## src/rtl/alu_seq_if.sv

```systemverilog
// Operand/result bus between the control FSM (master) and the sequential ALU (slave).
interface alu_seq_if #(
    parameter int DATAWIDTH = 8,
    parameter int SELECTION = 4
);
    logic                 sStart;
    logic [SELECTION-1:0] sSelAlu;
    logic [DATAWIDTH-1:0] sDataInBusA;
    logic [DATAWIDTH-1:0] sDataInBusB;
    logic [DATAWIDTH-1:0] sDataOutBusC;
    logic [DATAWIDTH-1:0] sDataOutBusHi;
    logic                 sBusy;
    logic                 sDone;
    logic                 sZero;
    logic                 sNegative;
    logic                 sCarry;
    logic                 sOverflow;

    modport master (
        output sStart, sSelAlu, sDataInBusA, sDataInBusB,
        input  sDataOutBusC, sDataOutBusHi, sBusy, sDone,
               sZero, sNegative, sCarry, sOverflow
    );

    modport slave (
        input  sStart, sSelAlu, sDataInBusA, sDataInBusB,
        output sDataOutBusC, sDataOutBusHi, sBusy, sDone,
               sZero, sNegative, sCarry, sOverflow
    );
endinterface

```

## src/rtl/alu_seq.sv

```systemverilog
// Registered ALU with start/busy/done handshake, flags register and a
// shift-add unsigned multiplier that takes one iteration per operand bit.
module alu_seq #(
    parameter int DATAWIDTH = 8,
    parameter int SELECTION = 4
) (
    input  logic        sClk,
    input  logic        sRstN,
    alu_seq_if.slave    bus
);
    localparam int MSB = DATAWIDTH - 1;
    localparam int CW  = $clog2(DATAWIDTH);

    localparam logic [1:0] ST_IDLE = 2'd0;
    localparam logic [1:0] ST_MUL  = 2'd1;
    localparam logic [1:0] ST_DONE = 2'd2;

    localparam logic [3:0] OP_MUL = 4'hE;

    localparam logic [DATAWIDTH:0] ONE_X = (DATAWIDTH + 1)'(1);

    logic [1:0]             state_r;
    logic [DATAWIDTH-1:0]   a_r;
    logic [DATAWIDTH-1:0]   b_r;
    logic [2*DATAWIDTH-1:0] acc_r;
    logic [CW-1:0]          cnt_r;
    logic [DATAWIDTH-1:0]   c_r;
    logic [DATAWIDTH-1:0]   hi_r;
    logic                   busy_r;
    logic                   done_r;
    logic                   zero_r;
    logic                   neg_r;
    logic                   carry_r;
    logic                   ovf_r;

    logic [3:0]             op_s;
    logic [DATAWIDTH-1:0]   a_s;
    logic [DATAWIDTH-1:0]   b_s;
    logic [DATAWIDTH:0]     sum_s;
    logic [DATAWIDTH-1:0]   res_s;
    logic                   cy_s;
    logic                   ov_s;
    logic                   wr_bus_s;
    logic [2*DATAWIDTH-1:0] addend_s;
    logic [2*DATAWIDTH-1:0] acc_next_s;
    logic [DATAWIDTH-1:0]   prod_lo_s;
    logic [DATAWIDTH-1:0]   prod_hi_s;

    assign op_s = bus.sSelAlu;
    assign a_s  = bus.sDataInBusA;
    assign b_s  = bus.sDataInBusB;

    // Single-cycle datapath: result, carry/borrow and overflow from the live operand bus.
    always_comb begin
        sum_s    = '0;
        res_s    = '0;
        cy_s     = 1'b0;
        ov_s     = 1'b0;
        wr_bus_s = 1'b1;
        case (op_s)
            4'h0: res_s = a_s;
            4'h1: begin
                sum_s = {1'b0, a_s} - {1'b0, b_s};
                res_s = sum_s[MSB:0];
                cy_s  = sum_s[DATAWIDTH];
                ov_s  = (a_s[MSB] != b_s[MSB]) && (res_s[MSB] != a_s[MSB]);
            end
            4'h2: begin
                sum_s = {1'b0, a_s} + {1'b0, b_s};
                res_s = sum_s[MSB:0];
                cy_s  = sum_s[DATAWIDTH];
                ov_s  = (a_s[MSB] == b_s[MSB]) && (res_s[MSB] != a_s[MSB]);
            end
            4'h3: res_s = ~a_s;
            4'h4: res_s = a_s & b_s;
            4'h5: begin
                sum_s = {1'b0, a_s} + ONE_X;
                res_s = sum_s[MSB:0];
                cy_s  = sum_s[DATAWIDTH];
                ov_s  = (a_s[MSB] == 1'b0) && (res_s[MSB] != a_s[MSB]);
            end
            4'h6: begin
                sum_s = {1'b0, a_s} - ONE_X;
                res_s = sum_s[MSB:0];
                cy_s  = sum_s[DATAWIDTH];
                ov_s  = (a_s[MSB] != 1'b0) && (res_s[MSB] != a_s[MSB]);
            end
            4'h7: res_s = a_s | b_s;
            4'h8: res_s = a_s ^ b_s;
            4'h9: begin
                res_s = {a_s[MSB-1:0], 1'b0};
                cy_s  = a_s[MSB];
            end
            4'hA: begin
                res_s = {1'b0, a_s[MSB:1]};
                cy_s  = a_s[0];
            end
            4'hB: begin
                res_s = {a_s[MSB], a_s[MSB:1]};
                cy_s  = a_s[0];
            end
            4'hC: begin
                res_s = {a_s[MSB-1:0], a_s[MSB]};
                cy_s  = a_s[MSB];
            end
            4'hD: begin
                res_s = {a_s[0], a_s[MSB:1]};
                cy_s  = a_s[0];
            end
            4'hF: begin
                // Compare: subtract for flags only, result bus keeps its value.
                sum_s    = {1'b0, a_s} - {1'b0, b_s};
                res_s    = sum_s[MSB:0];
                cy_s     = sum_s[DATAWIDTH];
                ov_s     = (a_s[MSB] != b_s[MSB]) && (res_s[MSB] != a_s[MSB]);
                wr_bus_s = 1'b0;
            end
            default: begin
                res_s    = '0;
                wr_bus_s = 1'b0;
            end
        endcase
    end

    // Multiplier step: add B shifted to the current bit position when that bit of A is set.
    always_comb begin
        if (a_r[cnt_r]) begin
            addend_s = {{DATAWIDTH{1'b0}}, b_r} << cnt_r;
        end else begin
            addend_s = '0;
        end
        acc_next_s = acc_r + addend_s;
        prod_lo_s  = acc_next_s[MSB:0];
        prod_hi_s  = acc_next_s[2*DATAWIDTH-1:DATAWIDTH];
    end

    // Control FSM plus all result, flag and handshake registers.
    always_ff @(posedge sClk or negedge sRstN) begin
        if (!sRstN) begin
            state_r <= ST_IDLE;
            a_r     <= '0;
            b_r     <= '0;
            acc_r   <= '0;
            cnt_r   <= '0;
            c_r     <= '0;
            hi_r    <= '0;
            busy_r  <= 1'b0;
            done_r  <= 1'b0;
            zero_r  <= 1'b0;
            neg_r   <= 1'b0;
            carry_r <= 1'b0;
            ovf_r   <= 1'b0;
        end else begin
            case (state_r)
                ST_IDLE: begin
                    done_r <= 1'b0;
                    if (bus.sStart) begin
                        if (op_s == OP_MUL) begin
                            a_r     <= a_s;
                            b_r     <= b_s;
                            acc_r   <= '0;
                            cnt_r   <= '0;
                            busy_r  <= 1'b1;
                            state_r <= ST_MUL;
                        end else begin
                            if (wr_bus_s) begin
                                c_r  <= res_s;
                                hi_r <= '0;
                            end
                            zero_r  <= (res_s == '0);
                            neg_r   <= res_s[MSB];
                            carry_r <= cy_s;
                            ovf_r   <= ov_s;
                            done_r  <= 1'b1;
                        end
                    end
                end
                ST_MUL: begin
                    acc_r <= acc_next_s;
                    cnt_r <= cnt_r + CW'(1);
                    if (cnt_r == CW'(DATAWIDTH - 1)) begin
                        // Last partial product folded in: publish product and flags.
                        c_r     <= prod_lo_s;
                        hi_r    <= prod_hi_s;
                        zero_r  <= (acc_next_s == '0);
                        neg_r   <= prod_lo_s[MSB];
                        carry_r <= (prod_hi_s != '0);
                        ovf_r   <= (prod_hi_s != '0);
                        busy_r  <= 1'b0;
                        done_r  <= 1'b1;
                        state_r <= ST_DONE;
                    end
                end
                ST_DONE: begin
                    // Start requests are dropped during the done cycle.
                    done_r  <= 1'b0;
                    state_r <= ST_IDLE;
                end
                default: begin
                    busy_r  <= 1'b0;
                    done_r  <= 1'b0;
                    state_r <= ST_IDLE;
                end
            endcase
        end
    end

    assign bus.sDataOutBusC  = c_r;
    assign bus.sDataOutBusHi = hi_r;
    assign bus.sBusy         = busy_r;
    assign bus.sDone         = done_r;
    assign bus.sZero         = zero_r;
    assign bus.sNegative     = neg_r;
    assign bus.sCarry        = carry_r;
    assign bus.sOverflow     = ovf_r;
endmodule

```

## src/flat_wrapper.sv

```systemverilog
// flat-port wrapper written by rule: the top's interface ports become plain ports
module alu_seq_flat 
#(
    parameter int DATAWIDTH = 8,
    parameter int SELECTION = 4
)
  (sClk, sRstN, bus_sStart, bus_sSelAlu, bus_sDataInBusA, bus_sDataInBusB, bus_sDataOutBusC, bus_sDataOutBusHi, bus_sBusy, bus_sDone, bus_sZero, bus_sNegative, bus_sCarry, bus_sOverflow);
  alu_seq_if #(.DATAWIDTH(DATAWIDTH), .SELECTION(SELECTION)) bus_i ();
  input  logic sClk;
  input  logic sRstN;
  input wire logic [$bits(bus_i.sStart)-1:0] bus_sStart;
  input wire logic [$bits(bus_i.sSelAlu)-1:0] bus_sSelAlu;
  input wire logic [$bits(bus_i.sDataInBusA)-1:0] bus_sDataInBusA;
  input wire logic [$bits(bus_i.sDataInBusB)-1:0] bus_sDataInBusB;
  output wire logic [$bits(bus_i.sDataOutBusC)-1:0] bus_sDataOutBusC;
  output wire logic [$bits(bus_i.sDataOutBusHi)-1:0] bus_sDataOutBusHi;
  output wire logic [$bits(bus_i.sBusy)-1:0] bus_sBusy;
  output wire logic [$bits(bus_i.sDone)-1:0] bus_sDone;
  output wire logic [$bits(bus_i.sZero)-1:0] bus_sZero;
  output wire logic [$bits(bus_i.sNegative)-1:0] bus_sNegative;
  output wire logic [$bits(bus_i.sCarry)-1:0] bus_sCarry;
  output wire logic [$bits(bus_i.sOverflow)-1:0] bus_sOverflow;
  assign bus_i.sStart = bus_sStart;
  assign bus_i.sSelAlu = bus_sSelAlu;
  assign bus_i.sDataInBusA = bus_sDataInBusA;
  assign bus_i.sDataInBusB = bus_sDataInBusB;
  assign bus_sDataOutBusC = bus_i.sDataOutBusC;
  assign bus_sDataOutBusHi = bus_i.sDataOutBusHi;
  assign bus_sBusy = bus_i.sBusy;
  assign bus_sDone = bus_i.sDone;
  assign bus_sZero = bus_i.sZero;
  assign bus_sNegative = bus_i.sNegative;
  assign bus_sCarry = bus_i.sCarry;
  assign bus_sOverflow = bus_i.sOverflow;
  alu_seq #(.DATAWIDTH(DATAWIDTH), .SELECTION(SELECTION)) u_core (.sClk(sClk), .sRstN(sRstN), .bus(bus_i));
endmodule
```

## config.mk

```make
export PLATFORM = sky130hd
export DESIGN_NAME = alu_seq_flat
export DESIGN_NICKNAME = d
export VERILOG_FILES = /design/src/rtl/alu_seq_if.sv /design/src/rtl/alu_seq.sv /design/src/flat_wrapper.sv
export SDC_FILE = /design/constraint.sdc
export NUM_CORES = 1
export LEC_CHECK = 0
export CAP_MARGIN = 10
export CORE_AREA = 4 4 110 112
export CTS_BUF_LIST = sky130_fd_sc_hd__clkbuf_16
export CTS_CLUSTER_SIZE = 12
export DETAILED_ROUTE_END_ITERATION = 8
export DIE_AREA = 0 0 114 116
export PLACE_DENSITY_LB_ADDON = 0.15
export SLEW_MARGIN = 10
export SYNTH_ARGS = -nofsm -noshare
export SYNTH_HDL_FRONTEND = slang
export SYNTH_SLANG_ARGS = --single-unit
```

## constraint.sdc

```tcl
create_clock -name sClk -period 7.23 [get_ports sClk]
set_input_delay 1.0845 -clock sClk [delete_from_list [all_inputs] [get_ports sClk]]
set_output_delay 1.0845 -clock sClk [all_outputs]
set_load 0.02 [all_outputs]
```

==> results.py <==
metrics = {
    "grt": {
        "grt_start_max_net_pins": 60,
        "grt_overflow": 0,
        "antenna_found_initial": 0,
        "grt_pass1_vias": 5026,
        "gr-usage-all-layers": 0.2692,
        "grt_pass1_wl_um": 27660,
    },
    "synthesis": {
        "synthTopCellsByCount": "84 x nand2_1, 59 x dfrtp_1, 52 x nor2_1, 48 x o21ai_0, 45 x ha_1",
        "synth_area_leaders": "dfrtp_1 27%, ha_1 10%, nand2_1 5.7%, mux2_2 5.1%, o21ai_0 4.4%",
        "synthXorXnorAreaFrac": 0.04136,
        "syn_area_mm2": 0.005505,
        "synth_top_area_cell": "dfrtp_1",
        "synth_compound_area_frac": 0.2300,
        "synthFlopType": "dfrtp_1",
        "postSynth.asyncResetShare": 1.000,
        "synthSimpleGateAreaFrac": 0.2107,
        "synth_top_area_frac": 0.2682,
        "ys_seq_area_frac": 0.2682,
        "synthAdderAreaFrac": 0.1132,
        "synth_edf_count": 0,
        "synth_top_family_by_area": "compound AO/OA/AOI/OAI gates",
        "synth_nets": 751,
        "synth_most_common_cell": "nand2_1",
        "yosysUniqueCellTypes": 69,
        "avgSynthCellArea_um2": 8.096,
        "synth_seq_cells": 59,
        "synth_cells": 680,
        "muxShareOfSynthArea": 0.08159,
        "yosysWarnings": 0,
    },
    "clock_tree": {
        "cts_tree": "built",
        "h-tree-depth": 3,
        "hold_buffers": 0,
        "cts.sinks": 59,
        "clkLatencyLatePin_ns": 0.34,
        "clockRootBuffer": "clkbuf_16",
        "post_cts_resized": 0,
        "cts_setup_buffers": 0,
        "path_clk_slew_ns": 0.06,
        "clk_path_buf_depth": 2,
        "cts_buffers": 9,
    },
    "sta": {
        "fmax_mhz": 223.3,
        "fin_crit_ns": 4.478,
        "min_period_over_period": 0.6194,
        "rsz0062_at_grt": "false",
        "max_slew.worst_pin.slew_ns": 1.052,
        "finalMaxSlewViolations": 0,
        "setup_tns_ns": 0,
        "final_hold_viol_count": 0,
        "clock_skew_ns": 0.005915,
        "maxSlewHeadroom": 0.2984,
        "timing.final.ws_setup_ns": 2.752,
        "setup_violations": 0,
    },
    "die": {
        "io_pins": 45,
        "start_util": 0.4905,
        "die_area_mm2": 0.01322,
        "placement_rows": 39,
        "die_w_um": 114,
        "die_h_um": 116,
        "coreArea_mm2": 0.01122,
    },
    "placed_design": {
        "preCtsSetupSlack_ns": 2.846,
        "gp_congestion": 0.9697,
        "port-buffer-count": 44,
        "hpwl_um": 12730,
    },
    "route": {
        "drt-pass1-iter-count": 5,
        "wl_per_cell_um": 20.27,
        "wl_um": 17210,
        "drt_iter0_markers": 805,
        "routed-via-count": 5387,
        "via_per_inst": 6.345,
        "ant_nets": 0,
        "drc": 0,
    },
    "critical_path": {
        "critPathLaunchType": "flip-flop",
        "timing.rr.end": "u_core.bus.sCarry",
        "setup.worst_path.end_class": "flip-flop",
        "r2r_slack_ns": 2.75,
        "critical_path_class": "flip-flop to flip-flop",
        "rr_startpoint": "u_core.cnt_r[0]",
        "critPathMaxFanout": 19,
        "startpoint": "u_core.cnt_r[0]",
        "required_ns": 7.45,
        "crit_arrival_ns": 4.70,
        "r2r_cells": 13,
    },
    "power_and_ir_drop": {
        "powerDensity_mw_per_mm2": 331.3,
        "ir_drop_mv": 0.2580,
        "p_leak_nw": 2.781,
    },
    "layout": {
        "antenna_cells": 0,
        "final_nets": 772,
        "drive_gt1_frac": 0.09207,
        "syn_to_final_growth_pct": 15.16,
    },
    "hold_path": {
        "hold_path_startpoint": "u_core.bus.sDataOutBusHi[0]",
        "holdPathStages": 2,
        "min_to": "u_core.bus.sDataOutBusHi[0]",
        "hold_class": "flip-flop to flip-flop",
    },
    "run_status": {
        "status": "finished, final reports clean",
    },
    "job": {
        "max_cap_violations": 0,
    },
}
## worst max-delay path, cell delays in order (launching register included)
cell and delay, ns:
dfrtp_1 0.74, mux4_2 0.60, nand2_1 0.16, and2_1 0.28, a211oi_1 0.10, ha_1 0.42
a21o_1 0.19, a311o_1 0.37, a31oi_1 0.25, xor2_1 0.29, nand2_1 0.11, nor4_1 0.48
a21oi_1 0.17, o22a_1 0.21
## flip-flops by register name, indices dropped and copies added, names as in the netlist
signal and count:
u_core.bus.sDone 1, u_core.bus.sDataOutBusHi 8, u_core.a_r 8, u_core.state_r 2, u_core.b_r 8, u_core.cnt_r 3
u_core.bus.sBusy 1, u_core.bus.sZero 1, u_core.acc_r 16, u_core.bus.sNegative 1, u_core.bus.sDataOutBusC 8, u_core.bus.sCarry 1
u_core.bus.sOverflow 1
## cell usage in the layout, fill, tap and decap left out, types with 3 or more instances in the layout
master,synthesis,routed
a211oi_1,8,8
a21o_1,9,9
a21oi_1,43,43
a221o_1,4,4
a221oi_1,5,5
a22oi_1,4,4
a311oi_1,3,3
a31oi_1,11,11
and2_1,7,7
and3_1,11,11
buf_4,1,10
clkbuf_16,0,9
clkdlybuf4s50_1,0,43
dfrtp_1,59,59
fa_1,3,3
ha_1,45,45
inv_1,28,28
mux2_2,25,25
mux2i_1,10,10
mux4_2,3,3
nand2_1,84,84
nand2b_1,14,14
nand3_1,21,21
nand4_1,9,9
nor2_1,52,52
nor2b_1,8,8
nor3_1,16,16
nor4_1,3,3
o211ai_1,8,8
o21ai_0,48,48
o21ai_1,4,4
o22a_1,3,3
o22ai_1,7,7
o2bb2ai_1,3,3
o31a_1,3,3
o31ai_1,6,5
or2_2,3,3
or3_1,4,4
xnor2_1,20,20
xor2_1,6,6
## through the flow
stage | hold slack, ns | total power, mW | std cells | area, um^2 | utilization
2_1_floorplan | 0.4499 | 1.278 | 680 | 5505 | -
3_3_place_gp | 0.4642 | 1.610 | 833 | 6015 | 0.5359
3_5_place_dp | 0.4723 | 1.622 | 833 | 6015 | 0.5359
4_1_cts | 0.4858 | 2.100 | 849 | 6340 | 0.5649
5_1_grt | 0.5073 | 2.254 | 849 | 6340 | 0.5649
6_report | 0.4768 | 2.101 | 849 | 6340 | 0.5649
## how the worst max path moves through the flow
stage | endpoint | slack (ns) | cells after the start
after floorplan | u_core.bus.sCarry | 3.38 | 16
after global placement | u_core.bus.sZero | 2.70 | 12
after detailed placement | u_core.bus.sZero | 2.85 | 12
after CTS | u_core.bus.sCarry | 2.82 | 13
after global routing | u_core.bus.sCarry | 2.48 | 13
final | u_core.bus.sCarry | 2.75 | 13
## area by class of cell
class                      count  area [um^2]
tap                          143        178.9
inverter                      29        108.9
sequential                    59         1476
clock buffer                   9        225.2
fill                        1032         4883
clock inverter                 7        100.1
timing repair buffer          54        510.5
multi-input combinational    548         3740
## logic make-up after synthesis
group | Yosys count
compound gates | 193
xor+xnor | 26
fa+ha+maj | 48
buf+inv | 73
flops | 59
mux | 38
simple gates | 243
## where the power goes
group          leakage, nW  internal (mW)  total [mW]  switching [mW]
registers            0.758          0.459       0.578           0.119
clock network        0.160          0.304       0.469           0.165
logic                 1.86          0.433        1.05           0.621
total                 2.78           1.20        2.10           0.905
## layer usage
metal  part of all wire  vias up  wire length, um  GRT usage
met5                  0        -                0          0
met4              0.030        0              515     0.1006
met3              0.079       42             1367    0.04909
met2               0.44      271             7593     0.3993
met1               0.45     2545             7731     0.3906
li1                   -     2529                -          -
No activity file was read; power rests on OpenSTA's default activity.
